`src/rtl/mem_arbiter.sv`:
```
// Arbitrates instruction-fetch and data-memory requests onto one single-port RAM.
// Data requests win ties; exactly one RAM transaction is outstanding at a time.
module mem_arbiter (
  input  logic        clock,
  input  logic        reset,
  input  logic        if_req_valid,
  input  logic [63:0] if_req_addr,
  output logic        if_req_ready,
  output logic        if_rsp_valid,
  output logic [31:0] if_rsp_inst,
  input  logic        dm_req_valid,
  input  logic        dm_req_wen,
  input  logic [63:0] dm_req_addr,
  input  logic [63:0] dm_req_wdata,
  input  logic [7:0]  dm_req_wmask,
  output logic        dm_req_ready,
  output logic        dm_rsp_valid,
  output logic [63:0] dm_rsp_rdata,
  output logic        ram_req_valid,
  input  logic        ram_req_ready,
  output logic        ram_req_wen,
  output logic [63:0] ram_req_addr,
  output logic [63:0] ram_req_wdata,
  output logic [7:0]  ram_req_wmask,
  input  logic        ram_rsp_valid,
  input  logic [63:0] ram_rsp_rdata,
  output logic        busy,
  output logic [2:0]  fsm_state
);

  typedef enum logic [2:0] {
    IDLE   = 3'd0,
    REQ_I  = 3'd1,
    WAIT_I = 3'd2,
    REQ_D  = 3'd3,
    WAIT_D = 3'd4
  } state_t;

  state_t      state, state_next;
  logic [63:0] lat_addr;
  logic        lat_wen;
  logic [63:0] lat_wdata;
  logic [7:0]  lat_wmask;

  // Handshake: a request transfers on a rising edge where valid and ready are
  // both high; RAM responses carry no back-pressure and are sampled only in WAIT_x.
  assign dm_req_ready = (state == IDLE) && !reset;
  assign if_req_ready = (state == IDLE) && !reset && !dm_req_valid;
  assign busy         = (state != IDLE);
  assign fsm_state    = state;

  always_ff @(posedge clock) begin
    if (reset) state <= IDLE;
    else       state <= state_next;
  end

  always_comb begin
    state_next = state;
    case (state)
      IDLE: begin
        if (dm_req_valid)      state_next = REQ_D;
        else if (if_req_valid) state_next = REQ_I;
      end
      REQ_I:  if (ram_req_ready) state_next = WAIT_I;
      WAIT_I: if (ram_rsp_valid) state_next = IDLE;
      REQ_D:  if (ram_req_ready) state_next = WAIT_D;
      WAIT_D: if (ram_rsp_valid) state_next = IDLE;
      default: state_next = IDLE;
    endcase
  end

  always_ff @(posedge clock) begin
    if (reset) begin
      lat_addr  <= '0;
      lat_wen   <= 1'b0;
      lat_wdata <= '0;
      lat_wmask <= '0;
    end else if (state == IDLE) begin
      if (dm_req_valid) begin
        lat_addr  <= dm_req_addr;
        lat_wen   <= dm_req_wen;
        lat_wdata <= dm_req_wdata;
        lat_wmask <= dm_req_wmask;
      end else if (if_req_valid) begin
        lat_addr  <= if_req_addr;
        lat_wen   <= 1'b0;
        lat_wdata <= '0;
        lat_wmask <= '0;
      end
    end
  end

  always_comb begin
    ram_req_valid = 1'b0;
    ram_req_wen   = 1'b0;
    ram_req_addr  = '0;
    ram_req_wdata = '0;
    ram_req_wmask = '0;
    if (state == REQ_I) begin
      ram_req_valid = 1'b1;
      ram_req_addr  = {lat_addr[63:3], 3'b000};
    end else if (state == REQ_D) begin
      ram_req_valid = 1'b1;
      ram_req_wen   = lat_wen;
      ram_req_addr  = lat_addr;
      ram_req_wdata = lat_wdata;
      ram_req_wmask = lat_wmask;
    end
  end

  // Fetch returns the 32-bit half of the doubleword selected by address bit 2.
  always_ff @(posedge clock) begin
    if (reset) begin
      if_rsp_valid <= 1'b0;
      dm_rsp_valid <= 1'b0;
      if_rsp_inst  <= '0;
      dm_rsp_rdata <= '0;
    end else begin
      if_rsp_valid <= (state == WAIT_I) && ram_rsp_valid;
      dm_rsp_valid <= (state == WAIT_D) && ram_rsp_valid;
      if ((state == WAIT_I) && ram_rsp_valid)
        if_rsp_inst <= lat_addr[2] ? ram_rsp_rdata[63:32] : ram_rsp_rdata[31:0];
      if ((state == WAIT_D) && ram_rsp_valid)
        dm_rsp_rdata <= ram_rsp_rdata;
    end
  end

endmodule

```
`config.mk`:
```
export PLATFORM = sky130hd
export DESIGN_NAME = mem_arbiter
export DESIGN_NICKNAME = d
export VERILOG_FILES = /design/src/rtl/mem_arbiter.sv
export SDC_FILE = /design/constraint.sdc
export NUM_CORES = 1
export LEC_CHECK = 0
export BUFFER_PORTS_ARGS = -buffer_cell sky130_fd_sc_hd__clkbuf_2
export CAP_MARGIN = 20
export CORE_AREA = 2 2 197 199
export DETAILED_ROUTE_END_ITERATION = 7
export DIE_AREA = 0 0 199 201
export GPL_TIMING_DRIVEN = 0
export PLACE_DENSITY = 0.52
export SLEW_MARGIN = 20
export SYNTH_ARGS = -nofsm -noshare
export SYNTH_HDL_FRONTEND = slang
export SYNTH_SLANG_ARGS = --single-unit
```
`constraint.sdc`:
```
create_clock -name clock -period 3.1 [get_ports clock]
set_input_delay 0.155 -clock clock [delete_from_list [all_inputs] [get_ports clock]]
set_output_delay 0.155 -clock clock [all_outputs]
set_load 0.05 [all_outputs]
```
==> summary.txt <==
Outcome
  • Status: complete, no violations

Synth
  • Post-synthesis share of cell area spent on full adders, half adders and majority gates: 0
  • Net count of the mapped netlist: 1,344
  • Library cells used by synthesis: 31
  • Asr flop ratio synth: 0
  • XOR/XNOR Fraction of Synth Area: 0
  • Mapped cell area: 0.009932 sq mm
  • Share of cell area taken by muxes after synthesis: 0.09675
  • Fraction of the mapped netlist area in simple logic gates: 0.1612
  • Proportion of synthesized chip area in sequential cells: 0.4797
  • Post-Syn Instances: 1,073
  • Top flip-flop cell by instance count after synthesis: dfxtp_1
  • Dominant combinational cell family by area after synthesis: compound AO/OA/AOI/OAI gates
  • Compound-gate portion of the synthesized area: 0.2071
  • Synth warn: 0
  • Number of storage elements in the synthesis netlist: 238
  • Syn Area/Cell: 9.256 sq um
  • EDFF count, synth: 0

Critical path
  • Highest cell delay on the worst timing path: 450 ps
  • Required @ worst endpoint: 2940 ps
  • Slowest-stage cell, CP: dfxtp_1
  • Worst Setup End Kind: primary output
  • Cell type group with the largest total delay on the critical path: buffers and inverters
  • Crit path cell chain: clkbuf_2 -> clkbuf_1 -> clkbuf_1 -> and3_1 -> clkbuf_2
  • Setup crit start kind: flip-flop
  • Setup Crit Path Kind: flip-flop to primary output
  • WP buf/inv: 4
  • Data arrival, critical path: 2670 ps
  • Crit Path Max Fanout: 10

Global route
  • Final global-route overflow total: 0
  • Total track usage: 0.2061
  • First-pass GRT wire length: 63,980 microns
  • Via count of the first global-routing pass: 11,152
  • Number of antenna violations at the first check in global routing: 1
  • Largest net degree at the start of global routing: 14

Die
  • Die area: 0.04000 sq mm
  • Chip height: 201 microns
  • Core Box Area: 0.03811 sq mm
  • Die width: 199 microns
  • Site row count: 72
  • Starting density of the core: 0.2606
  • I/O pin count: 513

Clock tree
  • Number of buffers added by the clock tree synthesis step: 28
  • CTS H-tree lvls: 1
  • Maximum clock path buffer count: 3
  • Clock tree from TritonCTS: done
  • Post-CTS setup-driven buffer insertion count: 0
  • CTS root buffer: clkbuf_16
  • Clock net sink count: 238
  • Clock latency at the later pin of the worst-skew pair: 550 ps
  • Clock transition at path regs: 70 ps

Placement
  • Count of buffers inserted at the top-level ports: 510
  • Last weighted congestion value of the routability-driven placer: 0.8764
  • Hpwl dp: 32,300 microns
  • Post-placement cell area: 0.01313 sq mm

Timing
  • Final-layout setup total negative slack: 0 ps
  • F_max: 354.5 MHz
  • RSZ-0062 raised after global routing: false
  • Final number of setup-violating endpoints: 0
  • Min cycle time layout: 2821 ps
  • Worst-case headroom to the max-slew limit: 0.4115
  • Max Clock Skew: 13.68 ps
  • Final cycle utilization of the critical path: 0.9101
  • Final Hold Viols: 0
  • Worst Max-Slew Pin Slew: 882.8 ps
  • Slew Viols, Final: 0

Detailed routing
  • Drt pass-1 iters: 5
  • Remaining DRCs: 0
  • Via count of the routed design: 11,074
  • Iteration-0 DRC count of the detailed router: 435
  • Routed WL per cell: 18.20 microns
  • Antenna-violating nets left: 0
  • Vias per std cell: 4.673
  • Aggregate routed wire length: 43,130 microns

Final layout
  • Ratio of cells with drive above 1 in the final layout: 0.3333
  • Final non-filler cell area: 0.01631 sq mm
  • Synth-to-layout area growth: 64.19%
  • Final nets: 2,101

Power
  • Switching share of power: 0.3225
  • Combinational share of power: 0.258
  • Internal Power: 6394 uW
  • Power per unit of standard cell area: 578.7 mW/mm^2
  • Lkg Pwr: 0.007668 uW
  • Switching power: 3044 uW
  • Worst supply voltage drop on vdd: 332.8 uV
  • Share of total power in sequential cells: 0.373
  • Clock share of power: 0.369

Hold path
  • Type of the tightest min-delay check: input pin to flip-flop

Run
  • Max-capacitance violation count: 0
[flip-flops by register name, indices dropped and copies added, names as in the netlist]
| signal | count |
|---|---|
| lat_addr | 64 |
| fsm_state | 3 |
| if_rsp_valid | 1 |
| lat_wmask | 8 |
| lat_wen | 1 |
| dm_rsp_rdata | 64 |
| if_rsp_inst | 32 |
| lat_wdata | 64 |
| dm_rsp_valid | 1 |
[routing by layer]
metal	part of all wire	vias to the layer above	track usage
li1	-	5363	-
met1	0.42	5255	0.2507
met2	0.49	391	0.3678
met3	0.057	65	0.03495
met4	0.027	0	0.06263
met5	0	-	0
[worst register-to-register path: cells and delay by family (launching register included)]
kind / cells / cell delay, ps
DFF: 1 / 310
and+or+nand+nor: 1 / 350
buffers and inverters: 3 / 790
AOI/OAI and AO/OA: 2 / 370
[cell usage in the layout (no fill, tap or decap), drive strengths merged]
| cell type | instances |
|---|---|
| and2 | 62 |
| mux2i | 96 |
| dfxtp | 238 |
| bufinv | 2 |
| or2 | 1 |
| dlygate4sd3 | 217 |
| nand2 | 129 |
| a22o | 73 |
| diode | 1 |
| nand4bb | 1 |
| nor2 | 36 |
| or3 | 1 |
| nand2b | 1 |
| nor2b | 3 |
| nor3 | 4 |
| o21a | 1 |
| a221oi | 1 |
| nor4bb | 1 |
| and3 | 76 |
| and4bb | 1 |
| buf | 61 |
| clkinv | 4 |
| nor4b | 1 |
| nor3b | 1 |
| inv | 3 |
| o21ai | 1 |
| clkbuf | 607 |
| a211oi | 98 |
| a31oi | 1 |
| a21oi | 130 |
[path summary, 6_finish.rpt]
| kind | start | to | slack [ps] | cells after the start |
|---|---|---|---|---|
| setup / recovery | fsm_state[1] | ram_req_wdata[62] | 280 | 5 |
| hold / removal | dm_req_addr[13] | lat_addr[13] | 3 | 3 |
| setup reg to reg | fsm_state[2] | lat_addr[55] | 1190 | 6 |
| hold reg to reg | dm_rsp_rdata[57] | dm_rsp_rdata[57] | 450 | 2 |
[Yosys cell counts, types with 3 or more instances]
| cell type | count | area, sq um |
|---|---|---|
| nor2_1 | 36 | 135.1 |
| mux2i_1 | 96 | 960.9 |
| and2_1 | 62 | 387.9 |
| nand2_1 | 129 | 484.2 |
| nor2b_1 | 3 | 18.77 |
| a22o_1 | 73 | 639.4 |
| nor3_1 | 3 | 15.01 |
| buf_2 | 45 | 225.2 |
| and3_1 | 76 | 475.5 |
| a211oi_1 | 98 | 735.7 |
| buf_6 | 7 | 78.83 |
| buf_1 | 8 | 30.03 |
| dfxtp_1 | 238 | 4765 |
| clkbuf_1 | 54 | 202.7 |
| a21oi_1 | 129 | 645.6 |
[power groups by stage]
stage	sequential, uW	combinational (uW)	clock, uW
floorplan	3720	1280	0
global placement	3570	2190	0
detailed placement	3580	2200	0
CTS	3510	2440	3580
global route	3550	2630	3700
finish	3520	2440	3480
[per-stage QoR]
step,hold slack [ps],total power [uW],util,instances,setup slack [ps]
2_1_floorplan,287.6,5009,-,1073,678.7
3_3_place_gp,372.6,5753,0.3446,2101,329.4
3_5_place_dp,374.6,5776,0.3446,2101,330.3
4_1_cts,0.4856,9539,0.4277,2369,45.72
5_1_grt,2.864,9877,0.4279,2370,105.2
6_report,3.177,9437,0.4279,2370,278.8
[cells by family (layout without fill, tap and decap cells)]
logic type | after synthesis | count (layout)
and+or+nand+nor | 318 | 318
buffers and inverters | 116 | 894
DFF | 238 | 238
AOI/OAI and AO/OA | 305 | 305
other | 0 | 1
muxes | 96 | 96
[layout make-up]
class,count,area [sq um]
diodes,1,2.502
plain buffers,115,548.0
clock buffers,43,888.4
clock inverters,8,100.1
fillers,3851,21800
inverters,1,3.754
multi-input cells,719,4627
flip-flops and latches,238,4765
well taps,518,648.1
repair buffers,727,4725
[what timing repair did]
item | in CTS | in global routing
endpoints found under the setup margin | 100 | 11
gates resized for setup | 2 | 3
hold endpoints to repair | 211 | 0
hold buffers | 217 | 0
Note: power is estimated with default switching activity, not from simulation.
